File: config.mk
export PLATFORM = sky130hd
export DESIGN_NAME = text_writer_flat
export DESIGN_NICKNAME = d
export VERILOG_FILES = /design/src/rtl/text_writer_if.sv /design/src/rtl/text_writer.sv /design/src/flat_wrapper.sv
export SDC_FILE = /design/constraint.sdc
export NUM_CORES = 1
export LEC_CHECK = 0
export BUFFER_PORTS_ARGS = -buffer_cell sky130_fd_sc_hd__buf_2
export CAP_MARGIN = 0
export CORE_MARGIN = 2
export CORE_UTILIZATION = 49
export CTS_CLUSTER_DIAMETER = 30
export DETAILED_ROUTE_END_ITERATION = 8
export GPL_ROUTABILITY_DRIVEN = 1
export HOLD_SLACK_MARGIN = 0.08
export PLACE_DENSITY = 0.74
export SLEW_MARGIN = 5
export SYNTH_ARGS = -nofsm -noshare
export SYNTH_HDL_FRONTEND = slang
export SYNTH_SLANG_ARGS = --single-unit
File: constraint.sdc
create_clock -name px_clk -period 1.89 [get_ports px_clk]
set_input_delay 0.2835 -clock px_clk [delete_from_list [all_inputs] [get_ports px_clk]]
set_output_delay 0.2835 -clock px_clk [all_outputs]
set_load 0.02 [all_outputs]
File: src/rtl/text_writer_if.sv
// Byte-stream handshake into the text writer: the source drives a byte and
// in_valid, and the writer answers with in_ready. A byte moves on a px_clk
// edge where in_valid and in_ready are both high.
interface text_writer_if;
  logic [7:0] in_data;
  logic       in_valid;
  logic       in_ready;

  modport master (output in_data, output in_valid, input in_ready);
  modport slave  (input in_data, input in_valid, output in_ready);
endinterface

File: src/rtl/text_writer.sv
// text_writer: write-side controller for the 64x16 character display.
// It turns a byte stream into character-buffer writes, cursor updates and a
// hardware scroll offset (top_row). Buffer addresses are {physical row, col},
// where physical row = logical row + top_row (4-bit wrap).
// Optional feature: define TEXT_WRITER_CLEAR_SCREEN_EN so that form feed
// (0x0C) clears the whole buffer and homes the cursor and scroll offset.
module text_writer #(
  parameter logic [7:0] FILL_CHAR = 8'h20
) (
  input  logic         px_clk,
  input  logic         clr,
  text_writer_if.slave in_if,
  output logic [7:0]   buffer_din,
  output logic [9:0]   buffer_waddr,
  output logic         buffer_wen,
  output logic [5:0]   new_cursor_x,
  output logic [3:0]   new_cursor_y,
  output logic         write_cursor_pos,
  output logic [3:0]   top_row
);

  localparam logic [7:0] CH_BS = 8'h08;
  localparam logic [7:0] CH_LF = 8'h0A;
  localparam logic [7:0] CH_CR = 8'h0D;
`ifdef TEXT_WRITER_CLEAR_SCREEN_EN
  localparam logic [7:0] CH_FF = 8'h0C;
`endif

  typedef enum logic [1:0] {
    IDLE,
    SCROLL_PEND,
`ifdef TEXT_WRITER_CLEAR_SCREEN_EN
    CLEAR_LINE,
    CLEAR_SCREEN
`else
    CLEAR_LINE
`endif
  } state_t;

  state_t     state_q, state_d;
  logic [7:0] din_d;
  logic [9:0] waddr_d;
  logic       wen_d;
  logic [5:0] cur_x_d;
  logic [3:0] cur_y_d;
  logic       cur_strobe_d;
  logic [3:0] top_row_d;

  // Line-clear progress: the physical row being blanked and the next column.
  // The column counter wraps to 0 after column 63 is issued, which ends the clear.
  logic [5:0] clear_col_q, clear_col_d;
  logic [3:0] clear_row_q, clear_row_d;
`ifdef TEXT_WRITER_CLEAR_SCREEN_EN
  logic [9:0] screen_addr_q, screen_addr_d;
`endif

  logic       accept;
  logic       is_print;
  logic [3:0] phys_row;

  assign in_if.in_ready = (state_q == IDLE);
  assign accept         = in_if.in_valid && (state_q == IDLE);
  assign is_print       = (in_if.in_data >= 8'h20) && (in_if.in_data <= 8'h7E);
  assign phys_row       = new_cursor_y + top_row;

  // Next-state and next-output decode for the byte interpreter and clear sequencer.
  always_comb begin
    // NOTE: every signal gets a default first so no path can infer a latch.
    state_d       = state_q;
    din_d         = buffer_din;
    waddr_d       = buffer_waddr;
    wen_d         = 1'b0;
    cur_x_d       = new_cursor_x;
    cur_y_d       = new_cursor_y;
    cur_strobe_d  = 1'b0;
    top_row_d     = top_row;
    clear_col_d   = clear_col_q;
    clear_row_d   = clear_row_q;
`ifdef TEXT_WRITER_CLEAR_SCREEN_EN
    screen_addr_d = screen_addr_q;
`endif

    unique case (state_q)
      IDLE: begin
        if (accept) begin
          cur_strobe_d = 1'b1;
          if (is_print) begin
            wen_d   = 1'b1;
            din_d   = in_if.in_data;
            waddr_d = {phys_row, new_cursor_x};
            cur_x_d = new_cursor_x + 6'd1;
            // Column 63 wraps to the next line; on the last line that scrolls,
            // and the line clear starts one cycle later from SCROLL_PEND.
            if (new_cursor_x == 6'd63) begin
              if (new_cursor_y != 4'd15) begin
                cur_y_d = new_cursor_y + 4'd1;
              end else begin
                top_row_d   = top_row + 4'd1;
                clear_row_d = top_row;
                state_d     = SCROLL_PEND;
              end
            end
          end else if (in_if.in_data == CH_LF) begin
            if (new_cursor_y != 4'd15) begin
              cur_y_d = new_cursor_y + 4'd1;
            end else begin
              // Scroll: the old top row becomes logical row 15; column 0 of
              // it is blanked right away, the rest follow in CLEAR_LINE.
              top_row_d   = top_row + 4'd1;
              clear_row_d = top_row;
              wen_d       = 1'b1;
              din_d       = FILL_CHAR;
              waddr_d     = {top_row, 6'd0};
              clear_col_d = 6'd1;
              state_d     = CLEAR_LINE;
            end
          end else if (in_if.in_data == CH_CR) begin
            cur_x_d = 6'd0;
          end else if (in_if.in_data == CH_BS) begin
            if (new_cursor_x != 6'd0) begin
              cur_x_d = new_cursor_x - 6'd1;
            end
`ifdef TEXT_WRITER_CLEAR_SCREEN_EN
          end else if (in_if.in_data == CH_FF) begin
            cur_x_d       = 6'd0;
            cur_y_d       = 4'd0;
            top_row_d     = 4'd0;
            wen_d         = 1'b1;
            din_d         = FILL_CHAR;
            waddr_d       = 10'd0;
            screen_addr_d = 10'd1;
            state_d       = CLEAR_SCREEN;
`endif
          end
        end
      end

      SCROLL_PEND: begin
        wen_d       = 1'b1;
        din_d       = FILL_CHAR;
        waddr_d     = {clear_row_q, 6'd0};
        clear_col_d = 6'd1;
        state_d     = CLEAR_LINE;
      end

      CLEAR_LINE: begin
        if (clear_col_q == 6'd0) begin
          state_d = IDLE;
        end else begin
          wen_d       = 1'b1;
          din_d       = FILL_CHAR;
          waddr_d     = {clear_row_q, clear_col_q};
          clear_col_d = clear_col_q + 6'd1;
        end
      end

`ifdef TEXT_WRITER_CLEAR_SCREEN_EN
      CLEAR_SCREEN: begin
        if (screen_addr_q == 10'd0) begin
          state_d = IDLE;
        end else begin
          wen_d         = 1'b1;
          din_d         = FILL_CHAR;
          waddr_d       = screen_addr_q;
          screen_addr_d = screen_addr_q + 10'd1;
        end
      end
`endif

      default: state_d = IDLE;
    endcase
  end

  // State and registered outputs; clr aborts any clear in progress at once.
  always_ff @(posedge px_clk or posedge clr) begin
    if (clr) begin
      state_q          <= IDLE;
      buffer_din       <= 8'd0;
      buffer_waddr     <= 10'd0;
      buffer_wen       <= 1'b0;
      new_cursor_x     <= 6'd0;
      new_cursor_y     <= 4'd0;
      write_cursor_pos <= 1'b0;
      top_row          <= 4'd0;
      clear_col_q      <= 6'd0;
      clear_row_q      <= 4'd0;
`ifdef TEXT_WRITER_CLEAR_SCREEN_EN
      screen_addr_q    <= 10'd0;
`endif
    end else begin
      // NOTE: non-blocking so every register samples the pre-edge values.
      state_q          <= state_d;
      buffer_din       <= din_d;
      buffer_waddr     <= waddr_d;
      buffer_wen       <= wen_d;
      new_cursor_x     <= cur_x_d;
      new_cursor_y     <= cur_y_d;
      write_cursor_pos <= cur_strobe_d;
      top_row          <= top_row_d;
      clear_col_q      <= clear_col_d;
      clear_row_q      <= clear_row_d;
`ifdef TEXT_WRITER_CLEAR_SCREEN_EN
      screen_addr_q    <= screen_addr_d;
`endif
    end
  end

endmodule

File: src/flat_wrapper.sv
// flat-port wrapper written by rule: the top's interface ports become plain ports
module text_writer_flat 
#(
  parameter logic [7:0] FILL_CHAR = 8'h20
)
  (px_clk, clr, buffer_din, buffer_waddr, buffer_wen, new_cursor_x, new_cursor_y, write_cursor_pos, top_row, in_if_in_data, in_if_in_valid, in_if_in_ready);
  text_writer_if in_if_i ();
  input  logic px_clk;
  input  logic clr;
  output logic [7:0] buffer_din;
  output logic [9:0] buffer_waddr;
  output logic buffer_wen;
  output logic [5:0] new_cursor_x;
  output logic [3:0] new_cursor_y;
  output logic write_cursor_pos;
  output logic [3:0] top_row;
  input wire logic [$bits(in_if_i.in_data)-1:0] in_if_in_data;
  input wire logic [$bits(in_if_i.in_valid)-1:0] in_if_in_valid;
  output wire logic [$bits(in_if_i.in_ready)-1:0] in_if_in_ready;
  assign in_if_i.in_data = in_if_in_data;
  assign in_if_i.in_valid = in_if_in_valid;
  assign in_if_in_ready = in_if_i.in_ready;
  text_writer #(.FILL_CHAR(FILL_CHAR)) u_core (.px_clk(px_clk), .clr(clr), .in_if(in_if_i), .buffer_din(buffer_din), .buffer_waddr(buffer_waddr), .buffer_wen(buffer_wen), .new_cursor_x(new_cursor_x), .new_cursor_y(new_cursor_y), .write_cursor_pos(write_cursor_pos), .top_row(top_row));
endmodule
==> metrics <==
initial core utilization between 50% and 60%; Worst-path clk slew 0.09 ns; final setup violation count 1; drt via density 5.64; post-DP HPWL 5410 um; Ant. Diodes 0; sequential fraction of the synthesis area 41.8%; Setup WS pre-CTS -0.102 ns; Avg Cell Area, Syn 9.49 um^2; die extent in x 78.9 um; drt wl/cell 15.9 um; top-count cell post-synth dfrtp_1; register area 1150 um^2; Synth top area share roughly two fifths; CTS buffer count 5; met1 usage around a third; via count between 2000 and 3000; worst hold path class input pin to flip-flop; DR pass1 iterations 4; Final ANT Viol Nets 0; final slew viol count 0; I/O Pins 46; Yosys cell types 54; r2r setup slk -0.10 ns; cells after synthesis 290; CTS HTree Levels 2; Final min period 1.99 ns; Root Driver clkbuf_8; Inst Count DP between 400 and 500; TritonCTS clock tree done; EDFF count, synth 0; initial antenna violation count 0; leading post-synthesis cells by cell area dfrtp_1 42%, ha_1 6.4%, nand2_1 5.7%; min-delay src in_if_in_data[1]; critical path class flip-flop to flip-flop; Fin. Hold Viols 0; maximum VDD drop 0.279 mV; Pwr Total 1.68 mW; final worst slack -0.104 ns; synthesized area 2750 um^2; max frequency roughly 500 MHz; fin area 3640 um^2; layout cells sized above 1 a little under two fifths; vias in the first global route 2446; die footprint 6230 um^2; Leak approximately 1.7 nW; Synth warnings 0; Die Y 78.9 um; CTS max path bufs 2; setup TNS -0.104 ns; Worst Setup End Kind flip-flop; Hold Path End u_core.buffer_din[1]; Max-slew headroom 63.2%; # fillers between 400 and 500; Overflow after GRT 0; area occupied by multi-input gates 1590 um^2; final hold slack 0.255 ns; status complete, but fails checks; fin util 66.6%; ys flop type dfrtp_1; RSZ-0062 raised after global routing yes; Layout Cells excl Fill 460; DRC viols 0; Worst R2R Path Depth 6; Cell Rows 27; I/O Buffers 45; synthesized net count 316; synthesis-stage register bit count 46; Synth area leader dfrtp_1; CP Launch Type flip-flop; Max-Cap Viols 0; CORE AREA 5470 um^2; worst skew pair latency 0.30 ns; nets a little over 400; RePlAce Congestion 0.915; RR Endpoint u_core.buffer_waddr[9]; cell count of the worst hold path 3; gr usage total 24.3%; Commonest cells post-synth 46 x dfrtp_1, 42 x nand2_1, 23 x o21ai_0; Crit path arrival time around 2.3 ns; Slew @ Worst Pin around 0.55 ns; Reg-to-Reg Start u_core.top_row[1]; TritonCTS Sinks 46; global routing's busiest layer met2; Worst Skew 0.0133 ns; DP Area about 3500 um^2; Tcrit/Tclk final 105%; Synth-to-Final Area Change 32.4%; first-pass GRT wire length 12000 um; violated checks setup timing; total wire length 7310 um; met3 Use GR approximately 2.7%; GR Util met2 40.1%; Iter 0 DRT Violations a little over 200; WP data required approximately 2.1 ns; Worst Path Max Fanout 3; largest net degree at the start of global routing 32; PD cells 462 nW/um^2; fraction of registers with async set/reset 100%
[worst max-delay path, stage by stage, from the launching register on]
cell	delay [ns]
dfrtp_2	0.43
ha_4	0.24
a21o_1	0.18
a21o_1	0.20
or4b_4	0.49
o2111ai_2	0.23
mux2_4	0.17
[area by class of cell]
class                   count  share of cell area [%]
clock inverters             2                   0.275
inverters                  13                    1.34
well taps                  72                    2.47
repair buffers            101                    18.5
clock buffers               6                    1.99
flip-flops and latches     46                    31.7
multi-input cells         220                    43.7
[power by group]
group | switching, mW | internal [mW] | total, mW
registers | 0 | 0.983 | 0.983
logic | 0.0671 | 0.0480 | 0.115
clock network | 0.328 | 0.257 | 0.585
[flip-flops by register name, indices dropped and copies added, names as in the netlist, 2 cells and up]
| register | cells |
|---|---|
| u_core.clear_row_q | 4 |
| u_core.new_cursor_x | 6 |
| u_core.state_q | 2 |
| u_core.buffer_waddr | 10 |
| u_core.new_cursor_y | 4 |
| u_core.top_row | 4 |
| u_core.clear_col_q | 6 |
| u_core.buffer_din | 8 |
[layout by cell type (no fill, tap or decap), types with 2 or more instances in the layout]
master / count
nor3_1: 7
o21ai_0: 22
o31ai_1: 3
a311oi_2: 2
and3_1: 9
xnor2_1: 6
mux2_2: 8
o21ai_4: 2
a22oi_1: 9
o21ai_1: 9
nand2_1: 41
and2_1: 3
nand3_1: 10
ha_4: 3
nor2_1: 11
dfrtp_2: 3
or4b_4: 3
dfrtp_1: 43
ha_1: 11
a22o_1: 3
a21oi_1: 8
clkbuf_8: 5
buf_4: 53
a31oi_1: 7
nor3b_1: 2
nand3_2: 2
nor2b_1: 3
buf_2: 45
clkinv_2: 2
nand4_1: 5
buf_12: 2
a21o_1: 3
inv_1: 12
[worst max path at each step]
stage | from | end | slack, ns | depth (start not counted)
final | u_core.top_row[1] | u_core.buffer_waddr[9] | -0.10 | 6
after global routing | u_core.top_row[1] | u_core.buffer_waddr[9] | -0.14 | 6
after CTS | u_core.top_row[1] | u_core.buffer_waddr[9] | -0.10 | 6
after detailed placement | in_if_in_data[2] | u_core.clear_col_q[4] | -0.10 | 6
after global placement | in_if_in_data[2] | u_core.clear_col_q[2] | -0.07 | 6
after floorplan | u_core.top_row[1] | u_core.buffer_waddr[9] | -0.07 | 6
[timing repair]
item,CTS,global route
gates resized for setup,2,8
pin swaps,3,5
setup endpoints to repair,1,20
hold buffers,1,0
cloned,0,0
endpoints found under the hold margin,22,0
buffers inserted,1,2
[layer usage]
metal / vias to the layer above / part of all wire [%]
met4: 0 / 1.3
met5: - / 0
li1: 1258 / -
met2: 91 / 49
met3: 9 / 5.6
met1: 1236 / 45
[cell families after synthesis]
logic type	synth area share (%)
and+or+nand+nor	20.1
AOI/OAI and AO/OA	21.5
buffers and inverters	3.55
adders and majority gates	7.09
muxes	4.05
DFF	41.8
xor gates and xnor gates	1.91
(Power assumes the default switching activity.)
